`config.mk`:
```
export PLATFORM = sky130hd
export DESIGN_NAME = bram_port_arbiter
export DESIGN_NICKNAME = d
export VERILOG_FILES = /design/src/rtl/bram_arb_pkg.sv /design/src/rtl/bram_port_arbiter_rd_tag_pipe.sv /design/src/rtl/bram_port_arbiter.sv
export SDC_FILE = /design/constraint.sdc
export NUM_CORES = 1
export LEC_CHECK = 0
export CAP_MARGIN = 5
export CORE_AREA = 2 2 175 177
export CTS_CLUSTER_DIAMETER = 40
export DETAILED_ROUTE_END_ITERATION = 7
export DIE_AREA = 0 0 177 179
export PLACE_DENSITY = 0.53
export SLEW_MARGIN = 20
export SYNTH_ARGS = -nofsm -noshare
export SYNTH_HDL_FRONTEND = slang
export SYNTH_SLANG_ARGS = --single-unit
```
`constraint.sdc`:
```
create_clock -name clk_in -period 4.7 [get_ports clk_in]
set_clock_uncertainty 0.2 [all_clocks]
set_input_delay 0.94 -clock clk_in [delete_from_list [all_inputs] [get_ports clk_in]]
set_output_delay 0.94 -clock clk_in [all_outputs]
set_load 0.02 [all_outputs]
```
`src/rtl/bram_arb_pkg.sv`:
```
// rtl/bram_arb_pkg.sv - shared types for the BRAM port arbiter
package bram_arb_pkg;

    typedef enum logic [1:0] {
        IDLE  = 2'd0,
        HOST  = 2'd1,
        CORE  = 2'd2,
        DRAIN = 2'd3
    } arb_state_t;

    typedef struct packed {
        logic valid;
        logic host;
    } rd_tag_t;

    localparam int DROP_COUNT_W = 8;

endpackage

```
`src/rtl/bram_port_arbiter_rd_tag_pipe.sv`:
```
// rtl/bram_port_arbiter_rd_tag_pipe.sv - read tag shift register that follows BRAM read latency
module rd_tag_pipe
    import bram_arb_pkg::*;
#(
    parameter int STAGES = 2
) (
    input  logic clk_in,
    input  logic rst_in,
    input  logic load_valid,
    input  logic load_host,
    output logic tail_valid,
    output logic tail_host,
    output logic empty
);

    rd_tag_t [STAGES-1:0] pipe;

    always_ff @(posedge clk_in or posedge rst_in) begin
        if (rst_in) begin
            pipe <= '0;
        end else begin
            pipe[0] <= '{valid: load_valid, host: load_host & load_valid};
            for (int i = 1; i < STAGES; i++) begin
                pipe[i] <= pipe[i-1];
            end
        end
    end

    always_comb begin
        empty = 1'b1;
        for (int i = 0; i < STAGES; i++) begin
            if (pipe[i].valid) begin
                empty = 1'b0;
            end
        end
    end

    assign tail_valid = pipe[STAGES-1].valid;
    assign tail_host  = pipe[STAGES-1].host;

endmodule

```
`src/rtl/bram_port_arbiter.sv`:
```
// rtl/bram_port_arbiter.sv - host/core arbiter for one BRAM port; drop counter under BRAM_ARB_DROP_CHECK_EN
module bram_port_arbiter
    import bram_arb_pkg::*;
#(
    parameter int DEPTH        = 16384,
    parameter int WIDTH        = 64,
    parameter int READ_LATENCY = 2,
    localparam int AW          = $clog2(DEPTH)
) (
    input  logic                    clk_in,
    input  logic                    rst_in,
    input  logic                    host_busy_in,
    input  logic [AW-1:0]           host_addr_in,
    input  logic [WIDTH-1:0]        host_wdata_in,
    input  logic                    host_we_in,
    input  logic                    host_re_in,
    output logic [WIDTH-1:0]        host_rdata_out,
    output logic                    host_rvalid_out,
    input  logic                    core_req_in,
    output logic                    core_gnt_out,
    input  logic [AW-1:0]           core_addr_in,
    input  logic [WIDTH-1:0]        core_wdata_in,
    input  logic                    core_we_in,
    input  logic                    core_re_in,
    output logic [WIDTH-1:0]        core_rdata_out,
    output logic                    core_rvalid_out,
    output logic [AW-1:0]           bram_addr_out,
    output logic [WIDTH-1:0]        bram_wdata_out,
    output logic                    bram_we_out,
    output logic                    bram_en_out,
    input  logic [WIDTH-1:0]        bram_rdata_in,
    output logic                    drop_err_out,
    output logic [DROP_COUNT_W-1:0] drop_count_out
);

    arb_state_t state, state_nxt;

    logic host_owns, core_owns, core_ok;
    logic host_wr, host_rd, core_wr, core_rd;
    logic rd_issue, in_flight;
    logic pipe_empty, tail_valid, tail_host;

    // Write wins over a simultaneous read, so a read is only tagged when we is low.
    always_comb begin
        host_owns = (state == HOST);
        core_owns = (state == CORE);
        core_ok   = core_owns & core_req_in;
        host_wr   = host_owns & host_we_in;
        host_rd   = host_owns & host_re_in & ~host_we_in;
        core_wr   = core_ok & core_we_in;
        core_rd   = core_ok & core_re_in & ~core_we_in;
        rd_issue  = host_rd | core_rd;
        in_flight = ~pipe_empty | rd_issue;
    end

    rd_tag_pipe #(
        .STAGES(READ_LATENCY)
    ) u_tag_pipe (
        .clk_in    (clk_in),
        .rst_in    (rst_in),
        .load_valid(rd_issue),
        .load_host (host_rd),
        .tail_valid(tail_valid),
        .tail_host (tail_host),
        .empty     (pipe_empty)
    );

    always_ff @(posedge clk_in or posedge rst_in) begin
        if (rst_in) begin
            state <= IDLE;
        end else begin
            state <= state_nxt;
        end
    end

    always_comb begin
        state_nxt = state;
        case (state)
            IDLE: begin
                if (host_busy_in) begin
                    state_nxt = in_flight ? DRAIN : HOST;
                end else if (core_req_in) begin
                    state_nxt = CORE;
                end
            end
            HOST: begin
                if (!host_busy_in) begin
                    state_nxt = in_flight ? DRAIN : IDLE;
                end
            end
            CORE: begin
                // The core loses its grant immediately; its outstanding reads finish in DRAIN.
                if (host_busy_in) begin
                    state_nxt = DRAIN;
                end else if (!core_req_in) begin
                    state_nxt = IDLE;
                end
            end
            DRAIN: begin
                if (!in_flight) begin
                    state_nxt = host_busy_in ? HOST : IDLE;
                end
            end
            default: state_nxt = IDLE;
        endcase
    end

    always_comb begin
        core_gnt_out   = core_owns;
        bram_addr_out  = '0;
        bram_wdata_out = '0;
        bram_we_out    = 1'b0;
        bram_en_out    = 1'b0;
        if (host_owns) begin
            bram_addr_out  = host_addr_in;
            bram_wdata_out = host_wdata_in;
            bram_we_out    = host_wr;
            bram_en_out    = host_wr | host_rd;
        end else if (core_owns) begin
            bram_addr_out  = core_addr_in;
            bram_wdata_out = core_wdata_in;
            bram_we_out    = core_wr;
            bram_en_out    = core_wr | core_rd;
        end
    end

    always_ff @(posedge clk_in or posedge rst_in) begin
        if (rst_in) begin
            host_rdata_out  <= '0;
            host_rvalid_out <= 1'b0;
            core_rdata_out  <= '0;
            core_rvalid_out <= 1'b0;
        end else begin
            host_rvalid_out <= tail_valid & tail_host;
            core_rvalid_out <= tail_valid & ~tail_host;
            if (tail_valid && tail_host) begin
                host_rdata_out <= bram_rdata_in;
            end
            if (tail_valid && !tail_host) begin
                core_rdata_out <= bram_rdata_in;
            end
        end
    end

`ifdef BRAM_ARB_DROP_CHECK_EN
    logic host_drop;

    assign host_drop = ~host_owns & (host_we_in | host_re_in);

    always_ff @(posedge clk_in or posedge rst_in) begin
        if (rst_in) begin
            drop_err_out   <= 1'b0;
            drop_count_out <= '0;
        end else if (host_drop) begin
            drop_err_out <= 1'b1;
            if (drop_count_out != {DROP_COUNT_W{1'b1}}) begin
                drop_count_out <= drop_count_out + 1'b1;
            end
        end
    end
`else
    assign drop_err_out   = 1'b0;
    assign drop_count_out = '0;
`endif

endmodule

```
Word-level counts from Yosys, hierarchy flattened
Cells that the tools add are included.
{"block": "word_totals", "ramBits": 0, "n_memories": 0, "inputBits": 228, "romBits": 0, "register_bits": 136, "latchBits": 0, "word_cells": 59, "out_inout_bits": 220}
{"block": "classes", "n_shift": 0, "n_lt_le_gt_ge": 0, "eq_ne": 7, "mux": 20, "addsub": 0, "mul": 0, "n_reduce_logical": 5, "bitwise_logic": 18, "div_mod_pow": 0}
{"operator": "two-way mux 64 bit", "count": 2}
{"operator": "two-way mux 14 bit", "count": 2}
{"operator": "two-way mux 2 bit", "count": 8}
{"operator": "AND 1 bit", "count": 10}
{"operator": "one-hot mux 2 bit (4 select lines)", "count": 1}
{"operator": "two-way mux 1 bit", "count": 7}
{"operator": "!= test 3 bit, second input constant", "count": 2}
{"operator": "== test 2 bit, second input constant", "count": 2}
{"operator": "!= test 2 bit, second input constant", "count": 2}
{"operator": "inverter 1 bit", "count": 4}
{"operator": "bitwise OR 1 bit", "count": 4}
{"operator": "AND reduction 4 bit", "count": 1}
{"operator": "== test 2 x 1 -> 1 bit, second input constant", "count": 1}
{"operator": "logical AND 1 bit", "count": 2}
{"operator": "zero test 2 bit", "count": 1}
{"operator": "zero test 1 bit", "count": 1}

Logic depth before layout (Yosys ltp)
{"block": "depth", "depth_word": 9, "depth_mapped": 7, "depth_no_buf": 3}

Cells and area by module
A second synthesis with hierarchy kept.
{"block": "unflattened", "cells_unflattened": 408, "area_unflattened_um2": 5938.2}
{"mod": "bram_port_arbiter", "seq_area_each_um2": 3303.2, "cells_per_inst": 401, "area_each_um2": 5824.3, "instances": 1}
{"mod": "rd_tag_pipe", "seq_area_each_um2": 100.1, "cells_per_inst": 7, "area_each_um2": 113.9, "instances": 1}

Worst setup path after synthesis
OpenSTA, ideal clock, no wires.
{"block": "synth_timing", "path_kind": "input -> output", "startpoint": "input core_req_in", "endpoint": "output bram_en_out", "cell_stages": 2, "path_slack_ns": 2.145, "t_required_ns": 3.560, "arrival_time_ns": 1.415, "path_buffers": 0, "cell_sequence": "nand3_1 o211ai_1"}
{"block": "synth_via", "elab_chain_len": 6, "word_cells_on_any_way": 7, "classes_between": "2 x mux; 5 x bitwise"}
{"item": "start, declared", "line_no": "bram_port_arbiter.sv:19", "text": "input logic core_req_in,"}
{"item": "AND 1 bit *", "line_no": "bram_port_arbiter.sv:47", "text": "core_ok = core_owns & core_req_in;"}
{"item": "AND 1 bit (2 in a row)", "line_no": "bram_port_arbiter.sv:51", "text": "core_rd = core_ok & core_re_in & ~core_we_in;"}
{"item": "bitwise OR 1 bit *", "line_no": "bram_port_arbiter.sv:123", "text": "bram_en_out = core_wr | core_rd;"}
{"item": "two-way mux 1 bit *", "line_no": "bram_port_arbiter.sv:119", "text": "end else if (core_owns) begin"}
{"item": "two-way mux 1 bit *", "line_no": "bram_port_arbiter.sv:114", "text": "if (host_owns) begin"}
{"item": "end, declared", "line_no": "bram_port_arbiter.sv:30", "text": "output logic bram_en_out,"}
Mark *: on every way between the ends. The rest lies on a longest branch, timed or not.

Worst setup path in the final report
{"block": "layout_timing", "startpoint": "register state[0]", "endpoint": "output bram_wdata_out[2]"}
{"block": "layout_via", "elab_chain_len": 3, "word_cells_on_any_way": 4, "classes_between": "2 x eq/ne; 2 x mux"}
{"item": "start, declared", "line_no": "bram_port_arbiter.sv:36", "text": "arb_state_t state, state_nxt;"}
{"item": "start signal, assigned", "line_no": "bram_port_arbiter.sv:72", "text": "state <= state_nxt;"}
{"item": "== test 2 bit", "line_no": "bram_port_arbiter.sv:46", "text": "core_owns = (state == CORE);"}
{"item": "two-way mux 64 bit", "line_no": "bram_port_arbiter.sv:119"}
{"item": "two-way mux 64 bit *", "line_no": "bram_port_arbiter.sv:114"}
{"item": "end, declared", "line_no": "bram_port_arbiter.sv:28", "text": "output logic [WIDTH-1:0] bram_wdata_out,"}
Marks and branches as above.

==> results by group <==
Setup path
  • Crit. End Element: primary output
  • Setup crit start kind: register
  • Max Fanout on Critical Path: 36
  • Critical path type: register to primary output
  • CP max stage cell: clkdlybuf4s50_1
  • Critical Path Max Stage Delay: 0.63 ns
  • Crit path DAT: 2.78 ns
  • WP data required: 3.56 ns
  • Critical Path, Cell by Cell: nor2b_4 -> buf_4 -> a22o_1 -> clkdlybuf4s50_1

Placement
  • Placer Congestion: 0.811
  • Placed cell count: 1215
  • HPWL after DPL: 21000 um
  • Port bufs: 438

Global routing
  • First-pass GRT wire length: 37400 um
  • Met3 global-route usage: 0.0848
  • Vias in the first global route: 5538
  • Largest net degree at the start of global routing: 137
  • Total gr overflow: 0
  • Initial antenna violation count: 9
  • GRT Max-Usage Layer: met2
  • Met2 GRT Util: 0.264
  • M1 GR Usage: 0.194
  • Total Routing Usage GR: 0.165

Clocking
  • CTS tree: built
  • Clk_lat worst skew: 0.41 ns
  • Post-CTS Setup Inserts: 0
  • Total CTS buffers: 17
  • # hold bufs at CTS: 0
  • Num Clock Sinks: 136
  • Reg clk slew, reported paths: 0.06 ns
  • CTS H-tree depth: 4
  • CTS Buffer Depth: 2
  • Post-CTS Resized: 0
  • Root Driver: clkbuf_16

Timing
  • Setup TNS: 0 ns
  • Minimum clock period: 3.92 ns
  • RSZ-0062 raised after global routing: false
  • Final setup vio count: 0
  • Worst slew margin: 0.302
  • Final hold violation count: 0
  • Worst slew pin tran: 1.05 ns
  • Final Slew Violations: 0
  • Final Cycle Share: 0.833
  • Maximum clock frequency: 0.255 GHz

Synth
  • Yosys warning count: 0
  • Unique masters post-synth: 24
  • Async SR Flop Fraction: 1.00
  • XOR/XNOR Fraction of Synth Area: 0
  • Sequential area share after synthesis: 0.549
  • Synth Flop Type: dfrtp_1
  • Synth Area in Simple Gates: 0.0164
  • Mapped Cells: 408
  • Main combinational cell family by area after synthesis: multiplexers
  • Adder-Cell Fraction of Synth Area: 0
  • Post-Syn Area: 0.00620 mm2
  • Synth area leaders: dfrtp_1 (55%), mux2_1 (14%), mux2_4 (12%), a22o_1 (11%), buf_6 (2.4%)
  • Synth Area in Compound Gates: 0.117
  • Syn Area/Cell: 15.2 um2
  • Mux cell area share after synthesis: 0.262
  • Post-synth EDFFs: 0
  • Post-synth top area cell: dfrtp_1
  • Top cell type's share of synthesized area: 0.549
  • Flops & latches, synth: 136

Die
  • Core Box Area: 0.0300 mm2
  • Die H: 179 um
  • Initial Utilization: 0.206
  • Number of cell rows: 64
  • IO Pins: 448
  • Die W: 177 um
  • Die Area: 0.0317 mm2

Finish
  • Commonest non-fill, non-tap cell in the layout: clkdlybuf4s50_1
  • Final #Nets: 1066
  • Layout area overhead: 86.1%
  • Post-Layout Cell Count: 1247
  • Fill cells: 2937
  • Layout cell share with drive strength beyond 1: 0.107
  • Commonest non-fill, non-tap cells in the layout: clkdlybuf4s50_1 (438), dfrtp_1 (136), mux2_1 (79)

Routing
  • DRC: 0
  • Vias per cell: 4.24
  • Iteration-0 DRC Markers: 203
  • Total Wirelength: 27000 um
  • Antenna viol nets, final: 0
  • Drt first pass iters: 4
  • Via count: 5287
  • WL/cell: 21.6 um

Min path
  • Worst hold path class: register to register

Run
  • Max Cap Viol: 0

Power and ir drop
  • Pwr Density: 557 mW/mm2
  • Max VDD drop: 0.000222 V
  • Leak Pwr: 0.00476 uW

Outcome
  • Status: finished clean
-- stage by stage --
| stage | total power (uW) | worst slack [ns] | hold slack (ns) | cell area (um2) | util |
|---|---|---|---|---|---|
| after global routing | 6750 | 0.600 | 0.167 | 11500 | 0.384 |
| after CTS | 6520 | 0.699 | 0.150 | 11500 | 0.384 |
| after floorplan | 3340 | 1.87 | 0.131 | 6230 | - |
| after global placement | 4910 | 1.09 | 0.132 | 10900 | 0.362 |
| after detailed placement | 4920 | 1.09 | 0.136 | 10900 | 0.362 |
| final | 6420 | 0.785 | 0.151 | 11500 | 0.384 |
-- flip-flops by register name, summed over array words and instances (netlist names) --
| name | count |
|---|---|
| host_rdata_out | 64 |
| host_rvalid_out | 1 |
| core_rvalid_out | 1 |
| u_tag_pipe.tail_host | 1 |
| state | 2 |
| u_tag_pipe.pipe | 2 |
| u_tag_pipe.tail_valid | 1 |
| core_rdata_out | 64 |
-- kinds of logic (layout without fill, tap and decap cells) --
logic type	after synthesis	after routing
other cells	1	10
simple gates	15	15
flops	136	136
buf+inv	44	478
mux	128	128
compound gates	84	84
-- report_power, final --
part           total, uW  leakage (uW)  internal [uW]  switching, uW
Combinational       3000       0.00283           1610           1390
Clock               1550      0.000324           1000            546
Sequential          1870       0.00161           1620            242
-- worst paths after layout --
kind | from | end | slack (ns) | cells after the start
max | state[0] | bram_wdata_out[2] | 0.78 | 4
min in group asynchronous | rst_in | host_rdata_out[51] | 0.86 | 3
max reg2reg | u_tag_pipe.tail_valid | core_rdata_out[17] | 2.49 | 3
max in group asynchronous | rst_in | u_tag_pipe.tail_host | 2.76 | 3
min | u_tag_pipe.pipe[0] | u_tag_pipe.tail_host | 0.15 | 0
min reg2reg | u_tag_pipe.pipe[0] | u_tag_pipe.tail_host | 0.15 | 0
-- routing by layer --
| metal | part of all wire | vias up |
|---|---|---|
| met5 | 0.00082 | - |
| met4 | 0.014 | 4 |
| met3 | 0.11 | 31 |
| met2 | 0.48 | 280 |
| met1 | 0.39 | 2604 |
| li1 | - | 2368 |
-- area by class of cell --
| type | instances | area (um2) | area share |
|---|---|---|---|
| Antenna cell | 1 | 2.50 | 0.000217 |
| Clock buffer | 18 | 429 | 0.0372 |
| Clock inverter | 13 | 243 | 0.0211 |
| Inverter | 2 | 11.3 | 0.000977 |
| Multi-Input combinational cell | 236 | 2500 | 0.217 |
| Sequential cell | 136 | 3400 | 0.295 |
| Tap cell | 396 | 495 | 0.0430 |
| Timing Repair Buffer | 445 | 4450 | 0.386 |
-- worst max-delay path: cells and delay by family (launching register included) --
| kind | cells | cell delay, ns |
|---|---|---|
| buf+inv | 2 | 1.06 |
| simple gates | 1 | 0.51 |
| flops | 1 | 0.51 |
| compound gates | 1 | 0.26 |
-- synth_stat cells (all sizes together), types with 2 or more instances --
library cell and instances:
nand2 2, nand3 2, inv 2, a22o 78, nor3 2, buf 42
mux2 128, nand2b 2, o31ai 2, dfrtp 136, and2b 2
(Power assumes the default switching activity.)
